## config.mk

```make
export PLATFORM = sky130hd
export DESIGN_NAME = ex_mem_skid
export DESIGN_NICKNAME = d
export VERILOG_FILES = /design/src/rtl/ex_mem_skid.sv
export SDC_FILE = /design/constraint.sdc
export NUM_CORES = 1
export LEC_CHECK = 0
export CORE_MARGIN = 2
export CORE_UTILIZATION = 52
export DETAILED_ROUTE_END_ITERATION = 6
export PLACE_DENSITY = 0.91
export SYNTH_ARGS = -nofsm -noshare
export SYNTH_HDL_FRONTEND = slang
export SYNTH_SLANG_ARGS = --single-unit
```

## constraint.sdc

```tcl
create_clock -name clk -period 3.75 [get_ports clk]
set_input_delay 0.5625 -clock clk [delete_from_list [all_inputs] [get_ports clk]]
set_output_delay 0.5625 -clock clk [all_outputs]
set_load 0.005 [all_outputs]
```

## src/rtl/ex_mem_skid.sv

```systemverilog
// EX->MEM pipeline boundary with a 2-entry skid buffer (OUT + SKID) and a registered ex_ready.
// Optional forwarding outputs are enabled by defining EX_MEM_FWD_EN.
module ex_mem_skid #(
  parameter int DATA_W = 32,
  parameter int ADDR_W = 5
) (
  input  logic              clk,
  input  logic              rst,
  input  logic              flush,
  input  logic              ex_valid,
  output logic              ex_ready,
  input  logic [ADDR_W-1:0] ex_dest_addr,
  input  logic              ex_wreg,
  input  logic [DATA_W-1:0] ex_dest_data,
  output logic              mem_valid,
  input  logic              mem_ready,
  output logic [ADDR_W-1:0] mem_dest_addr,
  output logic              mem_wreg,
  output logic [DATA_W-1:0] mem_dest_data
`ifdef EX_MEM_FWD_EN
  ,
  output logic              fwd_we,
  output logic [ADDR_W-1:0] fwd_addr,
  output logic [DATA_W-1:0] fwd_data
`endif
);

  typedef enum logic [1:0] {S_EMPTY, S_ONE, S_TWO} state_t;

  state_t            state_p1, state_nxt;
  logic              ready_p1;
  logic [ADDR_W-1:0] out_addr_p1, skid_addr_p2;
  logic              out_wreg_p1, skid_wreg_p2;
  logic [DATA_W-1:0] out_data_p1, skid_data_p2;
  logic              in_xfer, out_xfer;
  logic              ld_out, ld_skid, shift;

  always_comb begin
    state_nxt = state_p1;
    ld_out    = 1'b0;
    ld_skid   = 1'b0;
    shift     = 1'b0;
    in_xfer   = ex_valid && ready_p1;
    out_xfer  = (state_p1 != S_EMPTY) && mem_ready;
    case (state_p1)
      S_EMPTY: begin
        if (in_xfer) begin
          state_nxt = S_ONE;
          ld_out    = 1'b1;
        end
      end
      S_ONE: begin
        // Simultaneous in/out reloads OUT directly so streaming never bubbles.
        if (in_xfer && out_xfer) begin
          ld_out = 1'b1;
        end else if (in_xfer) begin
          state_nxt = S_TWO;
          ld_skid   = 1'b1;
        end else if (out_xfer) begin
          state_nxt = S_EMPTY;
        end
      end
      S_TWO: begin
        if (out_xfer) begin
          state_nxt = S_ONE;
          shift     = 1'b1;
        end
      end
      default: state_nxt = S_EMPTY;
    endcase
  end

  // Stage boundary: OUT (p1) and SKID (p2) registers
  always_ff @(posedge clk) begin
    if (rst || flush) begin
      state_p1     <= S_EMPTY;
      ready_p1     <= 1'b1;
      out_addr_p1  <= '0;
      out_wreg_p1  <= 1'b0;
      out_data_p1  <= '0;
      skid_addr_p2 <= '0;
      skid_wreg_p2 <= 1'b0;
      skid_data_p2 <= '0;
    end else begin
      state_p1 <= state_nxt;
      ready_p1 <= (state_nxt != S_TWO);
      if (ld_out) begin
        out_addr_p1 <= ex_dest_addr;
        out_wreg_p1 <= ex_wreg;
        out_data_p1 <= ex_dest_data;
      end else if (shift) begin
        out_addr_p1 <= skid_addr_p2;
        out_wreg_p1 <= skid_wreg_p2;
        out_data_p1 <= skid_data_p2;
      end
      if (ld_skid) begin
        skid_addr_p2 <= ex_dest_addr;
        skid_wreg_p2 <= ex_wreg;
        skid_data_p2 <= ex_dest_data;
      end else if (shift) begin
        skid_addr_p2 <= '0;
        skid_wreg_p2 <= 1'b0;
        skid_data_p2 <= '0;
      end
    end
  end

  assign ex_ready      = ready_p1;
  assign mem_valid     = (state_p1 != S_EMPTY);
  assign mem_dest_addr = out_addr_p1;
  assign mem_wreg      = out_wreg_p1 && mem_valid;
  assign mem_dest_data = out_data_p1;

`ifdef EX_MEM_FWD_EN
  assign fwd_we   = out_wreg_p1 && mem_valid;
  assign fwd_addr = out_addr_p1;
  assign fwd_data = out_data_p1;
`endif

endmodule

```

# Word-level counts from Yosys, hierarchy flattened
# Index checks and enable logic that the tools add are counted.
# word_totals
word_cells	45
register_bits	79
# classes
reduce_logical	9
n_eq_ne	3
n_mux	25
# ops
op	count
$mux W32	4
$mux W5	4
$mux W1	10
$mux W2	5
$pmux W2 S3	1
$reduce_bool A2 Y1	3
$logic_and A1 B1 Y1	4
$eq A2 B1 Y1 const B	1
$eq A2 B2 Y1 const B	1
$logic_not A2 Y1	1
$ne A2 B2 Y1 const B	1
$pmux W1 S2	1
$logic_or A1 B1 Y1	1

# Logic depth before layout (Yosys ltp)
# depth
depth_word	7
depth_mapped	7
mapped_depth_nobuf	4

# Least setup slack after synthesis
# Ideal clock, no wire load.
# synth_path
path_kind	input -> register
start	input mem_ready
end	register skid_data_p2[11]
setup_slack_ns	2.111
path_stages	6
arrival_time_ns	1.507
required_time_ns	3.618
path_cell_list	nand2b_1 > or3_1 > buf_2 > buf_2 > nand3_1 > a21oi_1
# synth_via
elab_chain_cells	5
word_cells_on_any_way	8
classes_between	5 x mux; 3 x reduce/logical
# synth_rtl
item	line	text
start, declared	16	input logic mem_ready,
$logic_and A1 B1 Y1 (*)	44	out_xfer = (state_p1 != S_EMPTY) && mem_ready;
$logic_and A1 B1 Y1	54	if (in_xfer && out_xfer) begin
$mux W1	54	
$mux W1	45	case (state_p1)
$mux W32 or $reduce_bool A2 Y1 (tied branches)	-	
end signal, assigned	99	skid_data_p2 <= ex_dest_data;
end, declared	34	logic [DATA_W-1:0] out_data_p1, skid_data_p2;
# Every way passes the cells marked *; elsewhere a longest branch is shown, timed or not.
# A chain may end at the register's enable or synchronous reset.

# Worst setup path after layout
# layout_path
start	input mem_ready
end	register skid_addr_p2[0]
# layout_via
elab_chain_cells	5
word_cells_on_any_way	8
classes_between	5 x mux; 3 x reduce/logical
# layout_rtl
item	line	text
$logic_and A1 B1 Y1 (*)	44	
$logic_and A1 B1 Y1	54	
$mux W1	54	
$mux W1	45	
$mux W5 or $reduce_bool A2 Y1 (tied branches)	-	
end signal, assigned	97	skid_addr_p2 <= ex_dest_addr;
end, declared	32	logic [ADDR_W-1:0] out_addr_p1, skid_addr_p2;
# Marks and branches as above.

==> results.cfg <==
[hold_path]
whs_path_depth = 2
holdCritPathClass = reg2reg
whs_endpoint = skid_data_p2[10]
min-delay-start = skid_data_p2[10]

[clock_network]
cts_buffer_depth = 2
post_cts_buffers = 0
htree_levels = 3
cts_hold_buffers = 0
cts_resized = 0
cts.clk_slew.worst_paths_ps = 70
clock_latency_ps = 350
cts-root-buf = clkbuf_8
clkSinkCount = 79
cts_tree = yes
cts_made_buffers = 9

[synth]
synth_fa_ha_area_share_pct = 0
ys_types = 25
syn_inst = 404
synth_nets = 447
avgSynthCellArea_um2 = 7.842
synth_mux_area_share_pct = 0.6714
ys_ff_latch = 79
synthesis.area_mm2 = 0.003168
yosys.area_share.simple_pct = 22.63
synth-compound-area-share_pct = 19.79
synth_top_family_by_area = simple AND/OR/NAND/NOR gates
synth-seq-area-share_pct = 49.92
ys_warn_count = 0
synthXorXnorAreaFrac_pct = 0

[timing]
fmax_mhz = 420.3
grt_setup_unrepaired = no
min_period_ps = 2379
setup_viol = 0
period_share_pct = 63.45
hold_viol_final = 0
slew_viol_final = 0
finalClockSkew_ps = 7.802
tns_ps = 0
slew_headroom_pct = 37.85
max_slew.worst_pin.slew_ps = 930.1

[finish]
antenna_cells = 0
drive_gt1_share_pct = 5.342
num-fill-cells = 495
area_delta_synth_final_pct = 29.19
nets = 507

[place]
io_buffers = 82
gp_congestion = 0.7628
hpwlAfterDp_um = 4580

[critical_path]
crit_type = in2reg
cp-start-kind = primary input
worst_ep_arrival_time_ps = 2640
cp_max_fo = 49
crit_slowest_cell = or2_2
r2r_start = state_p1[0]
crit_path_end_kind = flop
max_stage_delay_ps = 730
critical_path_required_ps = 4010
cp_top_family = buffers and inverters
rr_worst_depth = 5
path_cells = clkdlybuf4s50_1 > inv_1 > or2_2 > buf_4 > nand3_1 > a21oi_1
cp_num_buf_inv = 3
timing.rr.end = skid_addr_p2[0]
ff2ff_setup_slack_ps = 1570

[routing]
drt-initial-drc-count = 253
route.detailed.drc = 0
via_per_inst = 5.669
drt_pre_antenna_iters = 5
antenna_left = 0
wl_um = 7704
wl_per_cell_um = 14.19
vias = 3078

[floorplanning]
initial_utilization_pct = 53.51
fp-row-count = 28
die_h_um = 82.06
boundaryPins = 83
coreArea_mm2 = 0.005921
die-area_mm2 = 0.006733
die_w_um = 82.06

[power_and_ir_drop]
p_leak_nw = 1.303
total_power_mw = 1.636
irDropWorstVdd_v = 0.0002902
pwr_density_cell_mw_per_mm2 = 399.6

[global_route]
grt_pass1_vias = 2779
antenna_found_initial = 0
grt_max_degree = 77
grt_pass1_wl_um = 12370
overflow = 0
grtUsageTotal_pct = 23.69

[job]
drv_cap = 0

[outcome]
outcome = complete, no violations
## cell usage after synthesis (all sizes together)
cell    number  area share [%]
nand2      116              14
dfxtp       79              50
nand3       39             6.2
a21oi       38             6.0
a31oi       38             7.5
o21ai       38             6.0
buf         21             4.9
clkbuf      16             1.9
nor2         3            0.36
or2          3            0.59
inv          2            0.24
nand2b       2            0.39
or3          2            0.55
and2         1            0.20
mux2         1            0.36
mux2i        1            0.32
nand4b       1            0.28
nor2b        1            0.20
nor3         1            0.16
o22a         1            0.28
## how the worst max path moves through the flow
stage              start          endpoint  slack [ps]  depth (start not counted)
6_report       mem_ready   skid_addr_p2[0]        1370                          6
5_1_grt        mem_ready   skid_addr_p2[0]        1220                          6
4_1_cts        mem_ready   skid_addr_p2[0]        1390                          6
2_1_floorplan  mem_ready  skid_data_p2[11]        2110                          6
3_5_place_dp   mem_ready   skid_addr_p2[0]        1050                          6
3_3_place_gp   mem_ready      skid_wreg_p2        1120                          6
## final cells by class
cell class              count  area, um2  area share, %
clock buffers              11      131.4          3.210
repair buffers             86      850.8          20.79
flip-flops and latches     79       1582          38.64
multi-input cells         286       1380          33.72
inverters                   2      7.507         0.1834
clock inverters             4      47.55          1.162
well taps                  75      93.84          2.293
## layout by cell type, fill, tap and decap left out
| cell | Yosys | routed |
|---|---|---|
| nand2_1 | 116 | 116 |
| clkdlybuf4s50_1 | 0 | 82 |
| dfxtp_1 | 79 | 79 |
| nand3_1 | 39 | 39 |
| a31oi_1 | 38 | 38 |
| a21oi_1 | 38 | 38 |
| o21ai_0 | 36 | 36 |
| clkbuf_8 | 0 | 9 |
| buf_4 | 2 | 4 |
| or2_2 | 2 | 3 |
| inv_1 | 2 | 2 |
| nand2b_1 | 2 | 2 |
| o21ai_1 | 2 | 2 |
| clkinv_2 | 0 | 2 |
| clkbuf_1 | 16 | 2 |
| and2_1 | 1 | 1 |
| nor2b_1 | 1 | 1 |
| or3_4 | 1 | 1 |
| nor2_4 | 0 | 1 |
| nor2_2 | 0 | 1 |
| nor3_2 | 0 | 1 |
| or3_1 | 1 | 1 |
| mux2i_1 | 1 | 1 |
| mux2_2 | 1 | 1 |
| o22a_1 | 1 | 1 |
| nor2_1 | 3 | 1 |
| nand4b_1 | 1 | 1 |
| bufinv_16 | 0 | 1 |
| clkinvlp_4 | 0 | 1 |
## tightest hold or removal path, cell delays in order, from the launching register on
cell     delay [ps]
dfxtp_1         310
nand3_1          60
a21oi_1          50
## sequential cells by signal (all words and copies together), names as in the netlist
| name | count |
|---|---|
| mem_dest_data | 32 |
| skid_data_p2 | 32 |
| mem_dest_addr | 5 |
| skid_addr_p2 | 5 |
| state_p1 | 2 |
| ex_ready | 1 |
| out_wreg_p1 | 1 |
| skid_wreg_p2 | 1 |
## logic make-up (layout without fill, tap and decap cells)
logic type      count (synthesis)  count (layout)
compound gates                115             115
simple gates                  169             169
flops                          79              79
buf+inv                        39             103
mux                             2               2
## metrics by stage
stage	hold WS [ps]	std cells	setup slack, ps	instance area, um2	util (%)
detailed placement	458.4	528	1048	3914	66.10
global placement	451.8	528	1124	3914	66.10
floorplan	443.8	404	2111	3168	-
CTS	468.3	543	1393	4093	69.13
finish	466.7	543	1371	4093	69.13
global route	478.5	543	1223	4093	69.13
## where the power goes
| part | switching, mW | leakage, nW | internal, mW |
|---|---|---|---|
| clock network | 0.291 | 0.0892 | 0.302 |
| registers | 0.0125 | 0.642 | 0.861 |
| logic | 0.0763 | 0.573 | 0.0926 |
## routing by layer
metal	GRT usage, %	wire length [um]	share of wire, %	vias to the layer above
met1	29.30	3360	44	1452
met5	0	0	0	-
met4	11.00	106	1.4	0
met3	3.956	450	5.8	10
met2	40.16	3786	49	110
li1	-	-	-	1506
(Power assumes the default switching activity.)
